==> src/rtl/ik_job_sequencer.sv <==
// IK job sequencer: queues (x,y) targets, rejects points outside the reachable annulus,
// runs one job at a time on the shared angle core with a hang timeout, returns th1/th2 + status.
module ik_job_sequencer #(
  parameter int unsigned FIFO_DEPTH     = 4,
  parameter int unsigned TIMEOUT_CYCLES = 4096,
  parameter logic [28:0] REACH_MAX_SQ   = 29'd67108864,
  parameter logic [28:0] REACH_MIN_SQ   = 29'd0,
  parameter int unsigned ABORT_CYCLES   = 2
) (
  input  logic                          clk,
  input  logic                          reset_n,
  input  logic                          tgt_valid,
  output logic                          tgt_ready,
  input  logic [13:0]                   tgt_x,
  input  logic [13:0]                   tgt_y,
  output logic                          calc_enable,
  output logic                          calc_reset,
  output logic [13:0]                   calc_x,
  output logic [13:0]                   calc_y,
  input  logic                          calc_done,
  input  logic [12:0]                   calc_th1,
  input  logic [12:0]                   calc_th2,
  output logic                          out_valid,
  input  logic                          out_ready,
  output logic [12:0]                   out_th1,
  output logic [12:0]                   out_th2,
  output logic [1:0]                    out_status,
  output logic                          busy,
  output logic [$clog2(FIFO_DEPTH):0]   fifo_count
);

  localparam int unsigned AW   = (FIFO_DEPTH > 1) ? $clog2(FIFO_DEPTH) : 1;
  localparam int unsigned CW   = $clog2(FIFO_DEPTH) + 1;
  localparam int unsigned TMAX = (TIMEOUT_CYCLES > ABORT_CYCLES) ? TIMEOUT_CYCLES : ABORT_CYCLES;
  localparam int unsigned TW   = $clog2(TMAX) + 1;

  localparam logic [1:0] ST_OK      = 2'b00;
  localparam logic [1:0] ST_UNREACH = 2'b01;
  localparam logic [1:0] ST_TIMEOUT = 2'b10;

  typedef enum logic [2:0] {
    S_IDLE, S_CHECK, S_LAUNCH, S_WAIT_LOW, S_WAIT_HIGH, S_RESULT, S_ABORT
  } state_e;

  logic [13:0]   mem_x [FIFO_DEPTH];
  logic [13:0]   mem_y [FIFO_DEPTH];

  state_e        state_q, state_d;
  logic [AW-1:0] wr_q, wr_d, rd_q, rd_d;
  logic [CW-1:0] count_q, count_d;
  logic [TW-1:0] timer_q, timer_d;
  logic [13:0]   cx_q, cx_d, cy_q, cy_d;
  logic [12:0]   th1_q, th1_d, th2_q, th2_d;
  logic [1:0]    status_q, status_d;
  logic          tgt_ready_q, tgt_ready_d;
  logic          calc_enable_q, calc_enable_d;
  logic          calc_reset_q, calc_reset_d;
  logic          out_valid_q, out_valid_d;
  logic          busy_q, busy_d;
  logic          push_c, pop_c;
  logic [28:0]   r2_c;

  assign push_c = tgt_valid && tgt_ready_q;
  // 14-bit squares fit in 28 bits, so the 29-bit sum never truncates
  assign r2_c   = 29'(cx_q) * 29'(cx_q) + 29'(cy_q) * 29'(cy_q);

  // Queue storage needs no reset: entries are only read when counted valid
  always_ff @(posedge clk) begin
    if (push_c) begin
      mem_x[wr_q] <= tgt_x;
      mem_y[wr_q] <= tgt_y;
    end
  end

  always_ff @(posedge clk or negedge reset_n) begin
    if (!reset_n) begin
      state_q       <= S_IDLE;
      wr_q          <= '0;
      rd_q          <= '0;
      count_q       <= '0;
      timer_q       <= '0;
      cx_q          <= '0;
      cy_q          <= '0;
      th1_q         <= '0;
      th2_q         <= '0;
      status_q      <= '0;
      tgt_ready_q   <= 1'b1;
      calc_enable_q <= 1'b0;
      calc_reset_q  <= 1'b0;
      out_valid_q   <= 1'b0;
      busy_q        <= 1'b0;
    end else begin
      state_q       <= state_d;
      wr_q          <= wr_d;
      rd_q          <= rd_d;
      count_q       <= count_d;
      timer_q       <= timer_d;
      cx_q          <= cx_d;
      cy_q          <= cy_d;
      th1_q         <= th1_d;
      th2_q         <= th2_d;
      status_q      <= status_d;
      tgt_ready_q   <= tgt_ready_d;
      calc_enable_q <= calc_enable_d;
      calc_reset_q  <= calc_reset_d;
      out_valid_q   <= out_valid_d;
      busy_q        <= busy_d;
    end
  end

  always_comb begin
    state_d  = state_q;
    rd_d     = rd_q;
    timer_d  = timer_q;
    cx_d     = cx_q;
    cy_d     = cy_q;
    th1_d    = th1_q;
    th2_d    = th2_q;
    status_d = status_q;
    pop_c    = 1'b0;

    case (state_q)
      S_IDLE: begin
        if (count_q != '0) begin
          pop_c   = 1'b1;
          cx_d    = mem_x[rd_q];
          cy_d    = mem_y[rd_q];
          rd_d    = rd_q + AW'(1);
          state_d = S_CHECK;
        end
      end
      S_CHECK: begin
        if ((r2_c > REACH_MAX_SQ) || (r2_c < REACH_MIN_SQ)) begin
          status_d = ST_UNREACH;
          th1_d    = '0;
          th2_d    = '0;
          state_d  = S_RESULT;
        end else begin
          state_d  = S_LAUNCH;
        end
      end
      S_LAUNCH: begin
        timer_d = '0;
        state_d = S_WAIT_LOW;
      end
      // Timeout is checked first here: a done still high at this point is stale
      S_WAIT_LOW: begin
        timer_d = timer_q + TW'(1);
        if (timer_q == TW'(TIMEOUT_CYCLES - 1)) begin
          timer_d = '0;
          state_d = S_ABORT;
        end else if (!calc_done) begin
          state_d = S_WAIT_HIGH;
        end
      end
      S_WAIT_HIGH: begin
        timer_d = timer_q + TW'(1);
        if (calc_done) begin
          th1_d    = calc_th1;
          th2_d    = calc_th2;
          status_d = ST_OK;
          state_d  = S_RESULT;
        end else if (timer_q == TW'(TIMEOUT_CYCLES - 1)) begin
          timer_d = '0;
          state_d = S_ABORT;
        end
      end
      S_ABORT: begin
        timer_d = timer_q + TW'(1);
        if (timer_q == TW'(ABORT_CYCLES - 1)) begin
          status_d = ST_TIMEOUT;
          th1_d    = '0;
          th2_d    = '0;
          state_d  = S_RESULT;
        end
      end
      S_RESULT: begin
        if (out_ready) state_d = S_IDLE;
      end
      default: state_d = S_IDLE;
    endcase

    wr_d          = push_c ? (wr_q + AW'(1)) : wr_q;
    count_d       = count_q + CW'(push_c) - CW'(pop_c);
    tgt_ready_d   = (count_d < CW'(FIFO_DEPTH));
    // Registered outputs are decoded from the next state so they align with it
    calc_enable_d = (state_d == S_LAUNCH);
    calc_reset_d  = (state_d == S_ABORT);
    out_valid_d   = (state_d == S_RESULT);
    busy_d        = (state_d != S_IDLE);
  end

  assign tgt_ready   = tgt_ready_q;
  assign calc_enable = calc_enable_q;
  assign calc_reset  = calc_reset_q;
  assign calc_x      = cx_q;
  assign calc_y      = cy_q;
  assign out_valid   = out_valid_q;
  assign out_th1     = th1_q;
  assign out_th2     = th2_q;
  assign out_status  = status_q;
  assign busy        = busy_q;
  assign fifo_count  = count_q;

endmodule
==> config.mk <==
export PLATFORM = sky130hd
export DESIGN_NAME = ik_job_sequencer
export DESIGN_NICKNAME = d
export VERILOG_FILES = /design/src/rtl/ik_job_sequencer.sv
export SDC_FILE = /design/constraint.sdc
export NUM_CORES = 1
export LEC_CHECK = 0
export CAP_MARGIN = 20
export CELL_PAD_IN_SITES_DETAIL_PLACEMENT = 1
export CELL_PAD_IN_SITES_GLOBAL_PLACEMENT = 1
export CORE_ASPECT_RATIO = 0.8
export CORE_MARGIN = 5
export CORE_UTILIZATION = 49
export DETAILED_ROUTE_END_ITERATION = 16
export GPL_TIMING_DRIVEN = 1
export HOLD_SLACK_MARGIN = 0.12
export PLACE_DENSITY = 0.9
export SLEW_MARGIN = 25
export SYNTH_ARGS = -nofsm -noshare
export SYNTH_HDL_FRONTEND = slang
export SYNTH_SLANG_ARGS = --single-unit
export TNS_END_PERCENT = 1
==> constraint.sdc <==
create_clock -name clk -period 9 [get_ports clk]
set_clock_uncertainty 0.15 [all_clocks]
set_input_delay 1.8 -clock clk [delete_from_list [all_inputs] [get_ports clk]]
set_output_delay 1.8 -clock clk [all_outputs]
set_load 0.02 [all_outputs]
# Word-level counts from Yosys, hierarchy flattened
# Memories as Yosys holds them, arrays and structs flattened. A register that Yosys moved wholly into a read port is not among the register bits.
# Cells that the tools add are included.
[op_classes]
muxes = 26
order_cmp = 3
eq_ne = 14
multipliers = 2
n_addsub = 6
n_reduce_logical = 11
[op_table]
columns = ["op", "count"]
rows = [
  ["two-way mux 13 bit", 6],
  ["one-hot mux 13 bit (3 select lines)", 2],
  ["multiplier 14 x 14 -> 28 bit", 2],
  ["one-hot mux 13 bit (4 select lines)", 1],
  ["adder 28 x 28 -> 29 bit", 1],
  ["greater-than comparator 29 x 27 -> 1 bit, second input constant", 1],
  ["less-than comparator 29 x 1 -> 1 bit, second input constant", 1],
  ["two-way mux 3 bit", 8],
  ["one-hot mux 3 bit (7 select lines)", 1],
  ["equality test 3 bit, second input constant", 5],
  ["adder 13 x 1 -> 13 bit, second input constant", 1],
  ["equality test 13 x 1 -> 1 bit, second input constant", 1],
  ["equality test 13 x 12 -> 1 bit, second input constant", 1],
  ["equality test 3 x 2 -> 1 bit, second input constant", 3],
  ["nonzero test 3 bit", 3],
  ["two-way mux 2 bit", 3],
  ["inequality test 2 bit, second input constant", 3],
  ["one-hot mux 2 bit (3 select lines)", 1],
  ["adder 2 x 1 -> 2 bit, second input constant", 2],
  ["two-way mux 1 bit", 4],
  ["AND reduction 4 bit", 1],
  ["nonzero test 4 bit", 1],
  ["adder 3 x 1 -> 3 bit", 1],
  ["equality test 3 x 1 -> 1 bit, second input constant", 1],
  ["other kinds (7)", 8],
]
[totals]
reg_bits = 56
elab_cells = 77
ram_bits = 112
mem_count = 2
out_inout_bits = 64
input_bits = 59
[mem_list]
columns = ["memory", "depth", "width", "read_ports", "rd_clocked_by_memory_dff", "wr", "line_no", "source"]
rows = [
  ["mem_x", 4, 14, 1, 1, 1, "45", "logic [13:0] mem_x [FIFO_DEPTH];"],
  ["mem_y", 4, 14, 1, 1, 1, "46", "logic [13:0] mem_y [FIFO_DEPTH];"],
]

# Longest topological paths before layout
# Gate-level depths: netlist (run 1).
[logic_depth]
ltp_word = 7
ltp_mapped = 29

# Worst setup path after synthesis (run 1)
# No wires, ideal clock.
[synth_timing]
kind = "flip-flop to flip-flop"
startpoint = "reg cx_q[7] (netlist: calc_x[7]) (read register of mem_x)"
endpoint = "reg th1_q[0] (netlist: out_th1[0])"
t_arrival_ns = 7.820
path_slack_ns = 0.964
synth_period_minus_slack_ns = 8.036
setup_time_ns = 0.066
stages_incl_launch_ff = 28
n_path_buf = 3
cell_sequence = "dfrtp_1 > clkbuf_1 > nand2_1 > fa_1 > inv_1 > fa_1 > fa_1 > fa_1 > inv_1 > fa_1 > inv_1 > fa_1 > inv_1 > fa_1 > inv_1 > ha_1 > clkbuf_1 > o211ai_1 > a21o_1 > a211o_1 > and3_1 > a2111oi_0 > nand4_1 > or4_4 > o41a_1 > a21oi_4 > buf_6 > a22o_1"
[synth_between]
elab_chain_cells = 6
elab_cells_between_ends = 7
[synth_rtl]
columns = ["element", "line_no", "source"]
rows = [
  ["start, declared", "52", "logic [13:0] cx_q, cx_d, cy_q, cy_d;"],
  ["multiplier 14 x 14 -> 28 bit (*)", "65", "assign r2_c = 29'(cx_q) * 29'(cx_q) + 29'(cy_q) * 29'(cy_q);"],
  ["adder 28 x 28 -> 29 bit (*)", "65", ""],
  ["greater-than comparator 29 x 27 -> 1 bit / less-than comparator 29 x 1 -> 1 bit (equally long branches)", "133", "if ((r2_c > REACH_MAX_SQ) || (r2_c < REACH_MIN_SQ)) begin"],
  ["logical OR 1 bit (*)", "133", ""],
  ["inequality test 2 bit (no line) (*)", "n/a", ""],
  ["AND reduction 4 bit (no line) (*)", "n/a", ""],
  ["end signal, assigned", "100", "th1_q <= th1_d;"],
  ["end, declared", "53", "logic [12:0] th1_q, th1_d, th2_q, th2_d;"],
]
# Every way passes the cells marked *; elsewhere a longest branch is shown, timed or not.
# A chain may end at the register's enable or synchronous reset.

# Worst setup path after layout (run 1)
[layout_timing]
startpoint = "reg cx_q[12] (netlist: calc_x[12]) (read register of mem_x)"
endpoint = "reg th1_q[10] (netlist: out_th1[10])"
# Same word-level chain as after synthesis.

==> results of run 1 <==
through the flow:
step / area, um^2 / cells
global placement: 21230 / 2425
floorplan: 19360 / 1797
CTS: 21850 / 2457
global route: 21990 / 2471
detailed placement: 21230 / 2425
finish: 21990 / 2471
area by class of cell:
cell class                      count  area, um^2  area share
Clock buffer                       17       425.4     0.01935
Clock inverter                     15       187.7    0.008535
Multi-Input combinational cell   1080       11940      0.5428
Timing Repair Buffer              162        1523     0.06925
Sequential cell                   196        5499      0.2501
Antenna cell                        1       2.502   0.0001138
Inverter                          464        1745     0.07938
Tap cell                          536       670.6     0.03050
registers in the layout, indices dropped and copies added, names as in the netlist, 13 cells and up:
| signal | count |
|---|---|
| mem_x | 56 |
| timer_q | 13 |
| mem_y | 56 |
| calc_y | 14 |
| calc_x | 14 |
| out_th2 | 13 |
| out_th1 | 13 |
cell usage after synthesis (3+ instances only):
cell type,number
a211o_1,3
dfrtp_1,83
mux2_2,20
nand2b_1,12
nor3_1,9
a22o_1,28
nor2_1,46
and2_1,89
o31ai_1,3
clkbuf_1,52
o21ai_0,34
o21a_1,6
nand3_1,9
xnor2_1,19
o21ai_1,25
or2_2,4
and3_1,17
nand2_1,151
nand4_1,10
inv_1,463
buf_1,3
a21o_1,12
edfxtp_1,112
fa_1,293
a31oi_1,3
mux4_2,28
a211oi_1,8
nor4_1,3
o2111ai_1,4
a21oi_1,37
o211ai_1,6
ha_1,144
xor2_1,6
nor2b_1,12
cells in the final DEF, fill, tap and decap left out, drive strengths merged, types with 38 or more instances in the layout:
master / Yosys / routed
clkdlybuf4s50: 0 / 121
fa: 293 / 293
nand2: 151 / 151
a21oi: 38 / 38
nor2: 46 / 46
o21ai: 59 / 59
and2: 89 / 89
dfrtp: 83 / 83
inv: 464 / 472
buf: 5 / 41
edfxtp: 112 / 112
ha: 144 / 144
per-layer routing:
metal	track usage	part of all wire
met1	0.3687	0.35
met3	0.06267	0.087
met4	0.1642	0.079
met5	0	0
met2	0.5319	0.49
worst register-to-register path: stages, from the launching register on:
cell and delay (ns):
dfrtp_2 0.48, buf_4 0.23, nand2_1 0.14, inv_1 0.17
fa_1 0.71, inv_1 0.14, fa_1 0.54, fa_1 0.49
fa_1 0.55, inv_1 0.07, fa_1 0.54, fa_1 0.52
inv_1 0.06, fa_1 0.49, inv_1 0.06, ha_1 0.41
a21oi_1 0.26, o21ai_0 0.21, a211oi_1 0.31, o221ai_1 0.18
a2111oi_2 0.23, nand4_1 0.15, or4_4 0.57, o41a_1 0.52
a21oi_4 0.20, buf_6 0.25, a22o_1 0.25
cells by family after synthesis:
group           Yosys count
buf+inv                 521
fa+ha+maj               437
xor+xnor                 25
mux                      50
flops                   196
simple gates            373
compound gates          195
final timing paths:
kind / slack, ns / end / startpoint / cells after the start
setup reg to reg: 0.05 / out_th1[10]$_DFFE_PN0P_ / calc_x[12]$_DFFE_PN0P_ / 26
hold / removal: 0.37 / out_th1[8]$_DFFE_PN0P_ / out_th1[8]$_DFFE_PN0P_ / 1
hold reg to reg: 0.37 / out_th1[8]$_DFFE_PN0P_ / out_th1[8]$_DFFE_PN0P_ / 1
min in group asynchronous: 1.18 / out_th2[1]$_DFFE_PN0P_ / reset_n / 1
max in group asynchronous: 6.31 / calc_x[11]$_DFFE_PN0P_ / reset_n / 2
setup / recovery: 0.05 / out_th1[10]$_DFFE_PN0P_ / calc_x[12]$_DFFE_PN0P_ / 26
what timing repair did:
action,CTS,global route
resized for setup,1,23
setup buffers,0,13
setup endpoints to repair,26,33
pin swaps,0,0
hold buffers,0,0
==> metrics.cfg, run 1 <==
[run_status]
status=complete, no violations

[floorplan]
floorplan.die.width_um=232.3
ios=123
start_util=0.4929
fp.dieArea_um2=43620
rows=65
coreArea_um2=39280
die_h_um=187.8

[synthesis]
synthSimpleGateAreaFrac=0.09512
ys.flop_type=edfxtp_1
ys_types=64
seq_area_frac_synth=0.2823
async_flop_share=0.4286
synth_compound_gate_area_share=0.06830
synthCells=1797
avgSynthCellArea_um2=10.78
synth_xor_area_frac=0.01131
synthMuxAreaShare=0.04523
syn_area_um2=19360
synth_area_leaders=fa_1 (30%), edfxtp_1 (17%), dfrtp_1 (11%)
synth_nets=2293
synth_fa_ha_area_frac=0.3960
synth-seq-cells=196
synth_enable_flop_cells=112
synth_top_family_by_area=adder cells
ys_warn_count=0
synth_top_area_frac=0.3029
yosysTopAreaCell=fa_1

[routing]
routed_wl_mm=71.42
wire_per_inst_um=28.90
num_vias=14870
drtIter0Drc=1240
drtPass1Iterations=5
viasPerCell=6.017
ant_nets=0
drc_errors=0

[run]
drv_cap=0

[timing]
relSlewSlack=0.4886
finalSetupViolCount=0
finalCritPeriodShare=0.9940
setup_tns_ns=0
setup_ws_ns=0.05358
tightest_slew_ns=0.7670
hold_ws_ns=0.3685
slew_viol_final=0
fmax_mhz=111.8
hold_viol_final=0
fin_crit_ns=8.946

[placed_design]
hpwl_mm=46.90
port_buffers=122
gp_congestion=0.9041
dp_worst_setup_slack_ns=0.1302

[worst_setup_path]
critPathTopFamily=adder cells
critPathMaxStageDelay_ns=0.70
cp.required_ns=9.26
cp-end-kind=flop
critPathSlowestCell=fa_1
crit_buf_inv=7
path_max_fanout=26
crit_top_cell=fa_1
start_kind=flop
path_class=flop to flop
cp.arrival_ns=9.20

[finish]
final_util=0.5598
fin_nets=2417
syn_to_final_growth_pct=13.56
layout-drive-gt1-share=0.08066
fill_cells=4097

[global_route]
grt_first_pass_wirelength_mm=102.0
grt_overflow=0
grt_pass1_vias=16970
antenna_found_initial=1
grt_max_degree=45
track_usage=0.3099

[cts]
clk_latency_ns=0.48
numClockSinks=196
clock_path_buffers=2
path_clk_slew_ns=0.09
cts_buffers=17
cts_tree=built
cts_root_buffer=clkbuf_16
cts_max_level=4

[worst_hold_path]
hold_class=flop to flop

Power of run 1 is not shown: default switching activity piles up to over one toggle a cycle in this logic, so the estimate is an artifact.
==> run 2, diff against run 1 <==
- SKIP_LAST_GASP: default -> 1
==> results of run 2 <==
Same layout as run 1: the final DEF is identical, and so are final timing and power.
Power of run 2 is left out for the same reason.
